==> config.mk <==
export PLATFORM = sky130hd
export DESIGN_NAME = tm1638_frame_ctrl
export DESIGN_NICKNAME = d
export VERILOG_FILES = /design/src/rtl/tm1638_frame_ctrl.sv
export SDC_FILE = /design/constraint.sdc
export NUM_CORES = 1
export LEC_CHECK = 0
export CAP_MARGIN = 10
export CORE_MARGIN = 5
export CORE_UTILIZATION = 50
export DETAILED_ROUTE_END_ITERATION = 16
export GPL_TIMING_DRIVEN = 0
export PLACE_DENSITY = 0.69
export SLEW_MARGIN = 20
export SYNTH_ARGS = -nofsm -noshare
export SYNTH_HDL_FRONTEND = slang
export SYNTH_SLANG_ARGS = --single-unit
==> constraint.sdc <==
create_clock -name clk -period 2.8 [get_ports clk]
set_input_delay 0.56 -clock clk [delete_from_list [all_inputs] [get_ports clk]]
set_output_delay 0.56 -clock clk [all_outputs]
set_load 0.01 [all_outputs]
==> src/rtl/tm1638_frame_ctrl.sv <==
// TM1638 frame controller: latches three BCD digits on start and shifts one full
// refresh frame (data cmd, address + 16 display bytes, display control) out LSB first.
module tm1638_frame_ctrl #(
    parameter int unsigned CLK_DIV = 4,
    parameter logic [2:0]  BRIGHT  = 3'd7
) (
    input  logic        clk,
    input  logic        rst,
    input  logic        start,
    input  logic [11:0] dec_out,
    output logic        busy,
    output logic        done,
    output logic        tm_stb,
    output logic        tm_clk,
    output logic        tm_dio
);

    localparam int unsigned CW = $clog2(2 * CLK_DIV + 1);
    localparam logic [CW-1:0] HALF_LAST = CW'(CLK_DIV - 1);
    localparam logic [CW-1:0] GAP_LAST  = CW'(2 * CLK_DIV - 1);

    typedef enum logic [2:0] {
        StIdle,
        StStbSetup,
        StBitLow,
        StBitHigh,
        StStbGap
    } state_e;

    state_e        state_q, state_d;
    logic [CW-1:0] cnt_q, cnt_d;
    logic [2:0]    bit_q, bit_d;
    logic [4:0]    byte_q, byte_d;
    logic [1:0]    txn_q, txn_d;
    logic [11:0]   dec_q, dec_d;
    logic          stb_q, stb_d, clk_q, clk_d, dio_q, dio_d, busy_q, busy_d, done_q, done_d;
    logic [4:0]    last_byte;
    logic [7:0]    tx_byte;

    function automatic logic [7:0] seg7(input logic [3:0] n);
        case (n)
            4'd0:    seg7 = 8'h3F;
            4'd1:    seg7 = 8'h06;
            4'd2:    seg7 = 8'h5B;
            4'd3:    seg7 = 8'h4F;
            4'd4:    seg7 = 8'h66;
            4'd5:    seg7 = 8'h6D;
            4'd6:    seg7 = 8'h7D;
            4'd7:    seg7 = 8'h07;
            4'd8:    seg7 = 8'h7F;
            4'd9:    seg7 = 8'h6F;
            default: seg7 = 8'h40;
        endcase
    endfunction

    assign last_byte = (txn_q == 2'd1) ? 5'd16 : 5'd0;

    always_comb begin
        state_d = state_q;
        cnt_d   = cnt_q;
        bit_d   = bit_q;
        byte_d  = byte_q;
        txn_d   = txn_q;
        dec_d   = dec_q;
        stb_d   = stb_q;
        clk_d   = clk_q;
        dio_d   = dio_q;
        busy_d  = busy_q;
        done_d  = 1'b0;
        tx_byte = 8'h00;

        unique case (state_q)
            StIdle: begin
                if (start) begin
                    state_d = StStbSetup;
                    dec_d   = dec_out;
                    cnt_d   = '0;
                    bit_d   = '0;
                    byte_d  = '0;
                    txn_d   = '0;
                    stb_d   = 1'b0;
                    busy_d  = 1'b1;
                end
            end
            StStbSetup: begin
                if (cnt_q == HALF_LAST) begin
                    state_d = StBitLow;
                    cnt_d   = '0;
                    clk_d   = 1'b0;
                end else begin
                    cnt_d = cnt_q + 1'b1;
                end
            end
            StBitLow: begin
                if (cnt_q == HALF_LAST) begin
                    state_d = StBitHigh;
                    cnt_d   = '0;
                    clk_d   = 1'b1;
                end else begin
                    cnt_d = cnt_q + 1'b1;
                end
            end
            StBitHigh: begin
                if (cnt_q == HALF_LAST) begin
                    cnt_d = '0;
                    if (bit_q == 3'd7) begin
                        bit_d = '0;
                        if (byte_q == last_byte) begin
                            // Release STB while CLK is still high.
                            state_d = StStbGap;
                            byte_d  = '0;
                            stb_d   = 1'b1;
                        end else begin
                            state_d = StBitLow;
                            byte_d  = byte_q + 5'd1;
                            clk_d   = 1'b0;
                        end
                    end else begin
                        state_d = StBitLow;
                        bit_d   = bit_q + 3'd1;
                        clk_d   = 1'b0;
                    end
                end else begin
                    cnt_d = cnt_q + 1'b1;
                end
            end
            StStbGap: begin
                if (cnt_q == GAP_LAST) begin
                    cnt_d = '0;
                    if (txn_q == 2'd2) begin
                        state_d = StIdle;
                        txn_d   = '0;
                        done_d  = 1'b1;
                        busy_d  = 1'b0;
                    end else begin
                        state_d = StStbSetup;
                        txn_d   = txn_q + 2'd1;
                        stb_d   = 1'b0;
                    end
                end else begin
                    cnt_d = cnt_q + 1'b1;
                end
            end
            default: state_d = StIdle;
        endcase

        // Byte on the wire is selected by the counters the FSM is moving to.
        case (txn_d)
            2'd0: tx_byte = 8'h40;
            2'd1: begin
                case (byte_d)
                    5'd0:    tx_byte = 8'hC0;
                    5'd1:    tx_byte = seg7(dec_q[11:8]);
                    5'd3:    tx_byte = seg7(dec_q[7:4]);
                    5'd5:    tx_byte = seg7(dec_q[3:0]);
                    default: tx_byte = 8'h00;
                endcase
            end
            default: tx_byte = 8'h88 | {5'b00000, BRIGHT};
        endcase

        if (state_d == StBitLow && state_q != StBitLow) begin
            dio_d = tx_byte[bit_d];
        end
    end

    always_ff @(posedge clk) begin
        if (rst) begin
            state_q <= StIdle;
            cnt_q   <= '0;
            bit_q   <= '0;
            byte_q  <= '0;
            txn_q   <= '0;
            dec_q   <= '0;
            stb_q   <= 1'b1;
            clk_q   <= 1'b1;
            dio_q   <= 1'b1;
            busy_q  <= 1'b0;
            done_q  <= 1'b0;
        end else begin
            state_q <= state_d;
            cnt_q   <= cnt_d;
            bit_q   <= bit_d;
            byte_q  <= byte_d;
            txn_q   <= txn_d;
            dec_q   <= dec_d;
            stb_q   <= stb_d;
            clk_q   <= clk_d;
            dio_q   <= dio_d;
            busy_q  <= busy_d;
            done_q  <= done_d;
        end
    end

    assign busy   = busy_q;
    assign done   = done_q;
    assign tm_stb = stb_q;
    assign tm_clk = clk_q;
    assign tm_dio = dio_q;

endmodule
-- Yosys cells after proc, flatten, opt, wreduce, memory -nomap -nowiden
Memory sizes are Yosys's and may differ from the RTL's. A register that Yosys moved wholly into a read port is not among the register bits.
Index checks and enable logic that the tools add are counted.
Widths: inputs -> output; s select.
- logic and storage cells: 117
- memories kept: 3
- bits of input ports: 15
- output and inout bits: 5
- bits in read-only memories: 336
- register bits: 34
- memories (name ; depth ; bits a word ; rd ports ; clocked after memory_dff ; wr ports ; RTL line ; RTL):
    (name not given) ; 16 ; 7 ; 1 ; 1 ; 0 ; 41 ; case (n)
    (name not given) ; 16 ; 7 ; 1 ; 1 ; 0 ; 41 ;
    (name not given) ; 16 ; 7 ; 1 ; 1 ; 0 ; 41 ;
- magnitude comparators: 1
- reduce and logical (&&, ||, !) cells: 15
- equal/unequal tests: 26
- mux-type cells: 55
- bitwise logic cells: 2
- add/subtract/negate cells: 4
- operators with widths (operator ; number):
    $mux 4 ; 9
    $pmux 8 s4 ; 1
    $mux 3 ; 10
    $mux 5 ; 5
    $ne 2x2->1 const B ; 9
    $mux 1 ; 17
    $pmux 8 s2 ; 1
    $pmux 3 s5 ; 1
    $pmux 4 s3 ; 1
    $pmux 5 s2 ; 1
    $eq 3x2->1 const B ; 3
    $reduce_bool 3->1 ; 3
    $reduce_and 7->1 ; 1
    $eq 3x3->1 const B ; 2
    $mux 2 ; 3
    $pmux 1 s3 ; 2
    $pmux 3 s2 ; 1
    $reduce_or 3->1 ; 2
    $add 5x1->5 const B ; 1
    $eq 5x1->1 const B ; 1
    $eq 5x2->1 const B ; 1
    $eq 5x3->1 const B ; 1
    $eq 5x5->1 ; 1
    $logic_not 5->1 ; 1
    other kinds (22) ; 25

-- Logic depth before layout (Yosys ltp)
Gate-level depths: netlist of the first run.
- word-level depth: 12
- depth in mapped cells: 11
- mapped depth without buffers: 10

-- Least setup slack after synthesis of the first run
OpenSTA, ideal clock, no wires.
- path type: reg-to-reg
- start: register bit_q[0]
- end: register dio_q (netlist: tm_dio)
- stages on the path, launching flop included: 12
- slack: 0.308 ns
- setup time: 0.080 ns
- clock period less this slack: 2.492 ns
- data arrival time: 2.411 ns
- cell sequence: dfxtp_1 -> ha_1 -> ha_1 -> buf_2 -> nor4bb_1 -> a21oi_1 -> o21ai_0 -> nor3b_4 -> nand2b_1 -> o311a_1 -> o41a_1 -> o2111ai_2
- longest elaborated chain between the ends: 9
- elaborated cells on any way between the ends: 22
- those cells by class: 1 x add/sub; 5 x eq/ne; 14 x mux; 2 x reduce/logical
- RTL lines (what ; RTL line ; RTL):
    from (decl) ; 32 ; logic [2:0] bit_q, bit_d;
    from (signal assigned) ; 183 ; bit_q <= bit_d;
    $eq 3x3->1 ; 106 ; if (bit_q == 3'd7) begin
    $mux 5 ; 106 ;
    $mux 5 ; 104 ; if (cnt_q == HALF_LAST) begin
    $pmux 5 s2 ; 72 ; unique case (state_q)
    $eq 5x3->1 (tied with other cells) ; 151 ; case (byte_d)
    $pmux 8 s4 ; 151 ;
    $pmux 8 s2 ; 148 ; case (txn_d)
    $bmux 1 s3 ; 163 ; dio_d = tx_byte[bit_d];
    $mux 1 (implied by the code) ; 163 ;
    to (signal assigned) ; 189 ; dio_q <= dio_d;
    to (decl) ; 36 ; logic stb_q, stb_d, clk_q, clk_d, dio_q, dio_d, busy_q, busy_d, done_q, done_d;
Parallel ways exist; a longest one is shown, timed or not. The select of a mux whose other input is x is not followed.
A chain may end at the register's enable or synchronous reset.

-- Final worst setup path of the first run
Ends and elaborated chain as after synthesis.

==> results of run 1 <==
## layout make-up
cell class,count,share of cell area (%)
inverters,19,1.97
clock inverters,2,0.970
plain buffers,17,2.32
multi-input cells,283,52.4
flip-flops and latches,55,30.5
clock buffers,6,2.29
well taps,75,2.60
repair buffers,27,6.89
## tightest hold or removal path, stage by stage (launching register included)
cell	delay, ns
dfxtp_1	0.31
nand2_1	0.06
a21oi_1	0.06
## cell families after synthesis
logic type	count (synthesis)
flip-flops	55
buffers and inverters	36
XOR/XNOR	1
adder cells (fa/ha/maj)	24
AND/OR/NAND/NOR	135
multiplexers	10
AO/OA/AOI/OAI	113
## metal layers
| metal | GRT usage, % | vias to the layer above |
|---|---|---|
| li1 | - | 1406 |
| met1 | 25.3 | 1271 |
| met2 | 33.7 | 66 |
| met3 | 3.26 | 21 |
| met4 | 8.24 | 0 |
| met5 | 0 | - |
## path summary, 6_finish.rpt
| path | slack [ns] | endpoint |
|---|---|---|
| worst max-delay path | 0.15 | tm_dio$_SDFFE_PP1P_ |
| worst min-delay path | 0.47 | dec_q[8]$_SDFFE_PP0P_ |
| worst max register to register | 0.15 | tm_dio$_SDFFE_PP1P_ |
| worst min register to register | 0.47 | dec_q[8]$_SDFFE_PP0P_ |
## synth_stat cells, types with 2 or more instances
| master | n | area [um^2] |
|---|---|---|
| dfxtp_1 | 55 | 1100 |
| nand2_1 | 55 | 206 |
| a21oi_1 | 35 | 175 |
| nor2_1 | 27 | 101 |
| o21ai_0 | 25 | 125 |
| ha_1 | 23 | 288 |
| inv_1 | 19 | 71.3 |
| nand3_1 | 12 | 60.1 |
| a31oi_1 | 8 | 50.1 |
| buf_2 | 8 | 40.0 |
| mux2i_1 | 8 | 80.1 |
| a21o_1 | 7 | 52.6 |
| o211ai_1 | 7 | 52.6 |
| clkbuf_1 | 5 | 18.8 |
| nor4_1 | 5 | 31.3 |
| a22oi_1 | 4 | 30.0 |
| nand2b_1 | 4 | 25.0 |
| a21boi_0 | 3 | 22.5 |
| and2_1 | 3 | 18.8 |
| and3_1 | 3 | 18.8 |
| buf_1 | 3 | 11.3 |
| nor3_1 | 3 | 15.0 |
| o22ai_1 | 3 | 18.8 |
| a211oi_1 | 2 | 15.0 |
| a32oi_1 | 2 | 17.5 |
| and3b_1 | 2 | 17.5 |
| nand4_1 | 2 | 12.5 |
| o21ai_1 | 2 | 10.0 |
| o31ai_1 | 2 | 15.0 |
| o41a_1 | 2 | 22.5 |
| or3_1 | 2 | 12.5 |
## power by group through the flow
| stage | registers [mW] | logic [mW] | clock network [mW] |
|---|---|---|---|
| 2_1_floorplan | 0.880 | 0.169 | 0 |
| 3_3_place_gp | 0.886 | 0.245 | 0 |
| 3_5_place_dp | 0.887 | 0.248 | 0 |
| 4_1_cts | 0.868 | 0.255 | 0.561 |
| 5_1_grt | 0.877 | 0.291 | 0.592 |
| 6_report | 0.869 | 0.257 | 0.552 |
## what timing repair did
item,4_1_cts,5_1_grt
resized for setup,7,13
buffers inserted,7,1
setup endpoints to repair,22,12
pin swaps,1,2
==> flow_summary.json, run 1 <==
{
  "p_int_mw": 1.24,
  "htree_levels": 2,
  "crit-reg2reg-launch": "bit_q[0]$_SDFF_PP0_",
  "wl_mm": 7.37,
  "viasPerCell": 5.71,
  "clkPwrFrac_pct": 32.9,
  "core_area_um2": 5960,
  "fmax_mhz": 377,
  "clock_latency_ns": 0.31,
  "rows": 28,
  "area_growth_pct": 17.0,
  "grt_pass1_vias": 2617,
  "synth_top_family_by_area": "compound AO/OA/AOI/OAI gates",
  "dpl.hpwl_mm": 5.39,
  "clock_sinks": 55,
  "synth_fa_ha_area_share_pct": 9.69,
  "fp.dieW_um": 88.6,
  "register_area_um2": 1100,
  "muxShareOfSynthArea_pct": 3.40,
  "critPathLaunch": "bit_q[0]$_SDFF_PP0_",
  "grt_pass1_wl_mm": 12.3,
  "setup_viol": 0,
  "swShare_pct": 25.9,
  "final_area_um2": 3610,
  "final_cell_mix": "nand2_1, dfxtp_1, a21oi_1",
  "synth_cells": 374,
  "hold_path_class": "reg -> reg",
  "hold_start": "dec_q[8]$_SDFFE_PP0P_",
  "synth_area_per_cell_um2": 8.25,
  "critical_path_class": "reg -> reg",
  "postRouteAntennaNets": 0,
  "p_per_area_nw_per_um2": 465,
  "post-route-min-period_ns": 2.65,
  "dr_wl_met2_mm": 3.50,
  "async_flop_share_pct": 0,
  "critPathMaxStageDelay_ns": 0.39,
  "cp_slowest_cell": "dfxtp_1",
  "drt-pass1-iter-count": 4,
  "fin_tns_setup_ns": 0,
  "io_pins": 20,
  "peakVddDrop_mv": 0.347,
  "wl_met1_mm": 3.37,
  "drv_slew": 0,
  "required_ns": 2.99,
  "wl_per_cell_um": 15.2,
  "mostFrequentLayoutCell": "nand2_1",
  "setup_ws_ns": 0.150,
  "multi_input_area_um2": 1890,
  "hold-worst-slack_ns": 0.471,
  "grt_max_degree": 17,
  "power_frac_seq_pct": 51.8,
  "placed_area_um2": 3370,
  "worst-path-buf-inv": 1,
  "cap_violations": 0,
  "crit_path_max_fanout": 10,
  "fin_nets": 446,
  "utilization_pct": 60.7,
  "relSlewSlack_pct": 59.5,
  "dr_wl_met3_um": 294,
  "syn-num-nets": 412,
  "status": "complete, no violations",
  "final_cells": 484,
  "p_leak_nw": 1.51,
  "hold_viol_final": 0,
  "power_switching_uw": 435,
  "fillCellCount": 529,
  "cts-hold-fix-buffers": 0,
  "power_mw": 1.68,
  "routed.top_layer": "met4",
  "ys_seq_area_share_pct": 35.7,
  "ys_ff_latch": 55,
  "cts_tree": "built",
  "place_congestion": 0.918,
  "rsz0062_at_grt": "true",
  "cts_made_buffers": 5,
  "synth_area_um2": 3090,
  "tightest_slew_ns": 0.607,
  "crit_arrival_ns": 2.84,
  "synth_compound_area_share_pct": 23.1,
  "antenna_found_initial": 0,
  "overflow": 0,
  "grtUsageTotal_pct": 20.0,
  "comb_power_share_pct": 15.3,
  "synth_ff_type": "dfxtp_1",
  "critPathTopFamily": "compound AO/OA/AOI/OAI gates",
  "drt_iter0_drc": 145,
  "crit_chain": "ha_1, ha_1, buf_4, nor4bb_4, nor2_1, o21ai_0, o41a_1, maj3_2, o311a_1, o41a_1, o2111ai_2",
  "synth-simple-area-share_pct": 22.8,
  "r2r_cells": 11,
  "fin_skew_ns": 0.00702,
  "period_share_pct": 94.7,
  "pre_cts_ws_ns": -0.738,
  "diodes": 0,
  "die_height_um": 88.6,
  "clockBufferDepth": 2,
  "initial_utilization_pct": 51.8,
  "drive_above_1_share_pct": 12.0,
  "portBuffers": 19,
  "synth_edf_count": 0,
  "synth_cell_types": 64,
  "path_depth": 11,
  "clockRootBuffer": "clkbuf_8",
  "cp-end-kind": "flop",
  "clk_pin_slew_ns": 0.10,
  "dieArea_um2": 7840,
  "drc": 0,
  "synth-warning-count": 0,
  "synth_xor_area_share_pct": 0.527,
  "worst_setup_path_start_kind": "flop",
  "dpl.cell_count": 468,
  "worstHoldPathCells": 2,
  "num_vias": 2764
}
No activity file was read; power rests on OpenSTA's default activity.
==> run 2, diff against run 1 <==
--- a/config.mk
+++ b/config.mk
@@ -6,7 +6,6 @@
 export NUM_CORES = 1
 export LEC_CHECK = 0
 export CAP_MARGIN = 10
-export CORE_MARGIN = 5
 export CORE_UTILIZATION = 50
 export DETAILED_ROUTE_END_ITERATION = 16
 export GPL_TIMING_DRIVEN = 0
==> flow_summary.json, run 2 (same netlist as run 1, synthesis figures left out) <==
{
  "htree_levels": 2,
  "portBuffers": 19,
  "initial_utilization_pct": 52.1,
  "clock_latency_ns": 0.31,
  "critPathMaxStageDelay_ns": 0.40,
  "rsz0062_at_grt": "false",
  "clockRootBuffer": "clkbuf_8",
  "worst_setup_path_start_kind": "flop",
  "power_mw": 1.64,
  "rrSetupSlack_ns": 0.16,
  "dieArea_um2": 6490,
  "dr_wl_met2_mm": 3.53,
  "register_area_um2": 1100,
  "io_pins": 20,
  "multi_input_area_um2": 1890,
  "setup_viol": 0,
  "dpl.cell_count": 468,
  "final_cell_mix": "nand2_1, dfxtp_1, a21oi_1",
  "routed.top_layer": "met4",
  "diodes": 0,
  "place_congestion": 0.938,
  "fmax_mhz": 379,
  "drt-pass1-iter-count": 4,
  "wl_met1_mm": 3.34,
  "post-route-min-period_ns": 2.64,
  "p_per_area_nw_per_um2": 459,
  "fp.dieW_um": 80.6,
  "crit_top_cell": "buf_4",
  "fillCellCount": 549,
  "overflow": 0,
  "required_ns": 2.99,
  "crit_arrival_ns": 2.83,
  "rows": 28,
  "clkPwrFrac_pct": 31.4,
  "p_leak_nw": 1.50,
  "dpl.hpwl_mm": 5.27,
  "drt_iter0_drc": 154,
  "swShare_pct": 26.0,
  "grt_pass1_vias": 2574,
  "drc": 0,
  "clk_pin_slew_ns": 0.10,
  "drv_slew": 0,
  "dr_wl_met3_um": 213,
  "hold_path_class": "reg -> reg",
  "antenna_found_initial": 0,
  "status": "complete, no violations",
  "mostFrequentLayoutCell": "nand2_1",
  "p_int_mw": 1.22,
  "core_area_um2": 5920,
  "period_share_pct": 94.2,
  "grtUsageTotal_pct": 24.1,
  "cts_tree": "built",
  "grt_max_degree": 16,
  "wl_mm": 7.24,
  "drive_above_1_share_pct": 11.3,
  "power_frac_seq_pct": 52.8,
  "critical_path_class": "reg -> reg",
  "die_height_um": 80.6,
  "clock_sinks": 55,
  "cts-hold-fix-buffers": 0,
  "num_vias": 2736,
  "clockBufferDepth": 2,
  "area_growth_pct": 16.2,
  "fin_skew_ns": 0.00941,
  "wl_per_cell_um": 15.0,
  "crit_chain": "buf_2, nor4b_4, buf_4, buf_4, mux2i_1, mux2i_2, buf_4, mux2i_1, nand2_1, a21oi_1, o41a_1, o2111ai_2",
  "viasPerCell": 5.68,
  "crit_path_max_fanout": 10,
  "hold_viol_final": 0,
  "tightest_slew_ns": 0.569,
  "comb_power_share_pct": 15.8,
  "grt_pass1_wl_mm": 11.8,
  "peakVddDrop_mv": 0.292,
  "postRouteAntennaNets": 0,
  "cap_violations": 0,
  "relSlewSlack_pct": 62.1,
  "cts_made_buffers": 5,
  "fin_nets": 445,
  "final_cells": 482,
  "cp-end-kind": "flop",
  "cp_slowest_cell": "mux2i_2",
  "power_switching_uw": 428
}
[run 2: layer usage]
metal,track usage [%],vias to the layer above
met5,0,-
met1,28.6,1265
met4,10.4,0
met3,3.07,12
met2,42.9,54
li1,-,1405
[run 2: layout make-up]
type / count / area share, %
clock buffer: 6 / 2.02
timing repair buffer: 26 / 6.73
sequential: 55 / 30.7
inverter: 19 / 1.99
buffer: 17 / 2.34
multi-input combinational: 283 / 52.7
tap: 75 / 2.62
clock inverter: 1 / 0.837
[run 2: critical path: cells and delay by family (launching register included)]
| kind | cells | cell delay, ns |
|---|---|---|
| AO/OA/AOI/OAI | 3 | 0.41 |
| buffers and inverters | 4 | 0.74 |
| flip-flops | 1 | 0.31 |
| multiplexers | 3 | 0.71 |
| AND/OR/NAND/NOR | 2 | 0.33 |
[run 2: worst paths after layout]
path	startpoint	end	depth (start not counted)
setup / recovery	state_q[2]$_SDFF_PP0_	tm_dio$_SDFFE_PP1P_	12
hold / removal	dec_q[0]$_SDFFE_PP0P_	dec_q[0]$_SDFFE_PP0P_	2
setup reg to reg	state_q[2]$_SDFF_PP0_	tm_dio$_SDFFE_PP1P_	12
hold reg to reg	dec_q[0]$_SDFFE_PP0P_	dec_q[0]$_SDFFE_PP0P_	2
[run 2: repair_timing]
action                                  4_1_cts  5_1_grt
resized for setup                             7       10
pin swaps                                     1        1
buffers inserted                              7        0
endpoints found under the setup margin       22        5
[run 2: power groups by stage]
stage	Combinational, mW	Sequential [mW]	Clock, mW
after floorplan	0.169	0.880	0
after global placement	0.245	0.886	0
after detailed placement	0.248	0.887	0
after CTS	0.257	0.868	0.533
after global routing	0.291	0.875	0.555
final	0.259	0.869	0.517
[run 2: metrics by stage]
step                utilization (%)  TNS, ns  setup slack [ns]  cell area, um^2  hold WS [ns]
global route                   60.6        0            0.0135             3590         0.506
CTS                            59.9        0            0.0169             3550         0.475
global placement               56.9   -12.19            -0.688             3370         0.453
finish                         60.6        0             0.163             3590         0.471
detailed placement             56.9   -13.73            -0.770             3370         0.456
floorplan                         -        0             0.308             3090         0.444
==> run 3, diff against run 2 <==
--- a/config.mk
+++ b/config.mk
@@ -6,10 +6,10 @@
 export NUM_CORES = 1
 export LEC_CHECK = 0
 export CAP_MARGIN = 10
-export CORE_UTILIZATION = 50
+export CORE_UTILIZATION = 45
 export DETAILED_ROUTE_END_ITERATION = 16
 export GPL_TIMING_DRIVEN = 0
-export PLACE_DENSITY = 0.69
+export MAX_ROUTING_LAYER = met4
 export SLEW_MARGIN = 20
 export SYNTH_ARGS = -nofsm -noshare
 export SYNTH_HDL_FRONTEND = slang
==> flow_summary.json, run 3 (same netlist as run 1, synthesis figures left out) <==
{
  "status": "complete, no violations",
  "htree_levels": 2,
  "setup_viol": 0,
  "rows": 29,
  "fp.dieW_um": 84.8,
  "utilization_pct": 54.8,
  "final_cells": 481,
  "diodes": 0,
  "clockBufferDepth": 2,
  "place_congestion": 0.867,
  "overflow": 0,
  "fin_skew_ns": 0.00675,
  "cap_violations": 0,
  "fin_tns_setup_ns": 0,
  "cts_tree": "built",
  "core_area_um2": 6490,
  "postRouteAntennaNets": 0,
  "grtUsageTotal_pct": 22.6,
  "die_height_um": 84.8,
  "p_leak_nw": 1.48,
  "viasPerCell": 5.68,
  "required_ns": 3.03,
  "peakVddDrop_mv": 0.250,
  "fmax_mhz": 374,
  "dpl.hpwl_mm": 5.35,
  "hold_start": "dec_q[0]$_SDFFE_PP0P_",
  "dieArea_um2": 7190,
  "cp_slowest_cell": "or4b_1",
  "antenna_found_initial": 0,
  "cts-hold-fix-buffers": 0,
  "drc": 0,
  "rr_endpoint": "tm_dio$_SDFFE_PP1P_",
  "clockRootBuffer": "clkbuf_8",
  "worstHoldPathCells": 2,
  "crit_chain": "dlygate4sd2_1, or4b_1, buf_2, and3_1, o32a_1, nor3b_4, nand2b_1, o311a_1, o41a_1, o2111ai_2",
  "dpl.cell_count": 470,
  "period_share_pct": 95.5,
  "rrSetupSlack_ns": 0.19,
  "hold_path_class": "reg -> reg",
  "drv_slew": 0,
  "fin_nets": 442,
  "cp-end-kind": "flop",
  "cts_made_buffers": 5,
  "grt_pass1_wl_mm": 12.4,
  "drt_iter0_drc": 113,
  "critPathMaxStageDelay_ns": 0.46,
  "grt_max_degree": 18,
  "critical_path_class": "in -> reg",
  "crit_arrival_ns": 2.91,
  "clock_latency_ns": 0.31,
  "mostFrequentLayoutCell": "nand2_1",
  "area_growth_pct": 15.2,
  "rsz0062_at_grt": "false",
  "crit_path_max_fanout": 6,
  "placed_area_um2": 3370,
  "initial_utilization_pct": 47.5,
  "tightest_slew_ns": 0.604,
  "clk_pin_slew_ns": 0.10,
  "post-route-min-period_ns": 2.67,
  "relSlewSlack_pct": 59.8,
  "hold_viol_final": 0,
  "grt_pass1_vias": 2635,
  "clock_sinks": 55,
  "crit-reg2reg-launch": "state_q[2]$_SDFF_PP0_",
  "final_area_um2": 3560,
  "num_vias": 2734,
  "r2r_cells": 11,
  "drive_above_1_share_pct": 10.9,
  "wl_mm": 7.26,
  "portBuffers": 19,
  "hold-path-endpoint": "dec_q[0]$_SDFFE_PP0P_",
  "p_per_area_nw_per_um2": 439,
  "worst_setup_path_start_kind": "input port",
  "final_cell_mix": "nand2_1, dfxtp_1, a21oi_1",
  "io_pins": 20,
  "drt-pass1-iter-count": 4,
  "wl_per_cell_um": 15.1
}
-- run 3: cell count changes in the layout (fill, tap and decap cells not counted), sizes merged --
cell,before,now
clkbuf,13,11
bufinv,1,0
buf,17,15
clkinvlp,0,1
inv,19,20
-- run 3: layout make-up --
cell class	instances	area (um^2)
Fill cell	624	2940
Multi-Input combinational cell	283	1900
Sequential cell	55	1100
Timing Repair Buffer	23	219
Tap cell	77	96.3
Buffer	17	85.1
Inverter	19	71.3
Clock buffer	5	68.8
Clock inverter	2	16.3
-- run 3: worst max-delay path by stage --
stage                               end  slack, ns  cells after the start                  start
finish              tm_dio$_SDFFE_PP1P_       0.13                     10                  start
global route        tm_dio$_SDFFE_PP1P_      0.004                     11                  start
CTS                 tm_dio$_SDFFE_PP1P_      0.004                     10  cnt_q[0]$_SDFFE_PP0P_
detailed placement                 flop      -0.85                      9                  start
global placement                   flop      -0.88                      9                  start
floorplan           tm_dio$_SDFFE_PP1P_       0.31                     11    bit_q[0]$_SDFF_PP0_
-- run 3: critical path: cells and delay by family --
kind	cells	cell delay, ns
AOI/OAI and AO/OA	4	0.80
buffers and inverters	2	0.47
and+or+nand+nor	4	1.07
-- run 3: stage by stage --
step	total power [mW]	worst slack (ns)	hold slack (ns)
5_1_grt	1.66	0.00429	0.501
3_3_place_gp	1.13	-0.878	0.452
2_1_floorplan	1.05	0.308	0.444
6_report	1.56	0.127	0.473
3_5_place_dp	1.14	-0.854	0.460
4_1_cts	1.57	0.00436	0.475
-- run 3: metal layers --
metal / wire (um) / global-route usage, % / vias to the layer above
met5: 0 / - / -
met4: 149 / 8.63 / 0
met3: 225 / 3.60 / 13
met2: 3530 / 37.3 / 59
met1: 3350 / 27.9 / 1259
li1: - / - / 1403
-- run 3: repair_timing --
item,4_1_cts,5_1_grt
pin swaps,1,3
buffers inserted,2,2
gates resized for setup,8,14
endpoints found under the setup margin,22,4
-- run 3: where the power goes --
group | leakage, nW | switching, mW | internal, mW
Combinational | 0.983 | 0.149 | 0.106
Sequential | 0.452 | 0.0239 | 0.846
Clock | 0.0406 | 0.261 | 0.175
Total | 1.48 | 0.434 | 1.13
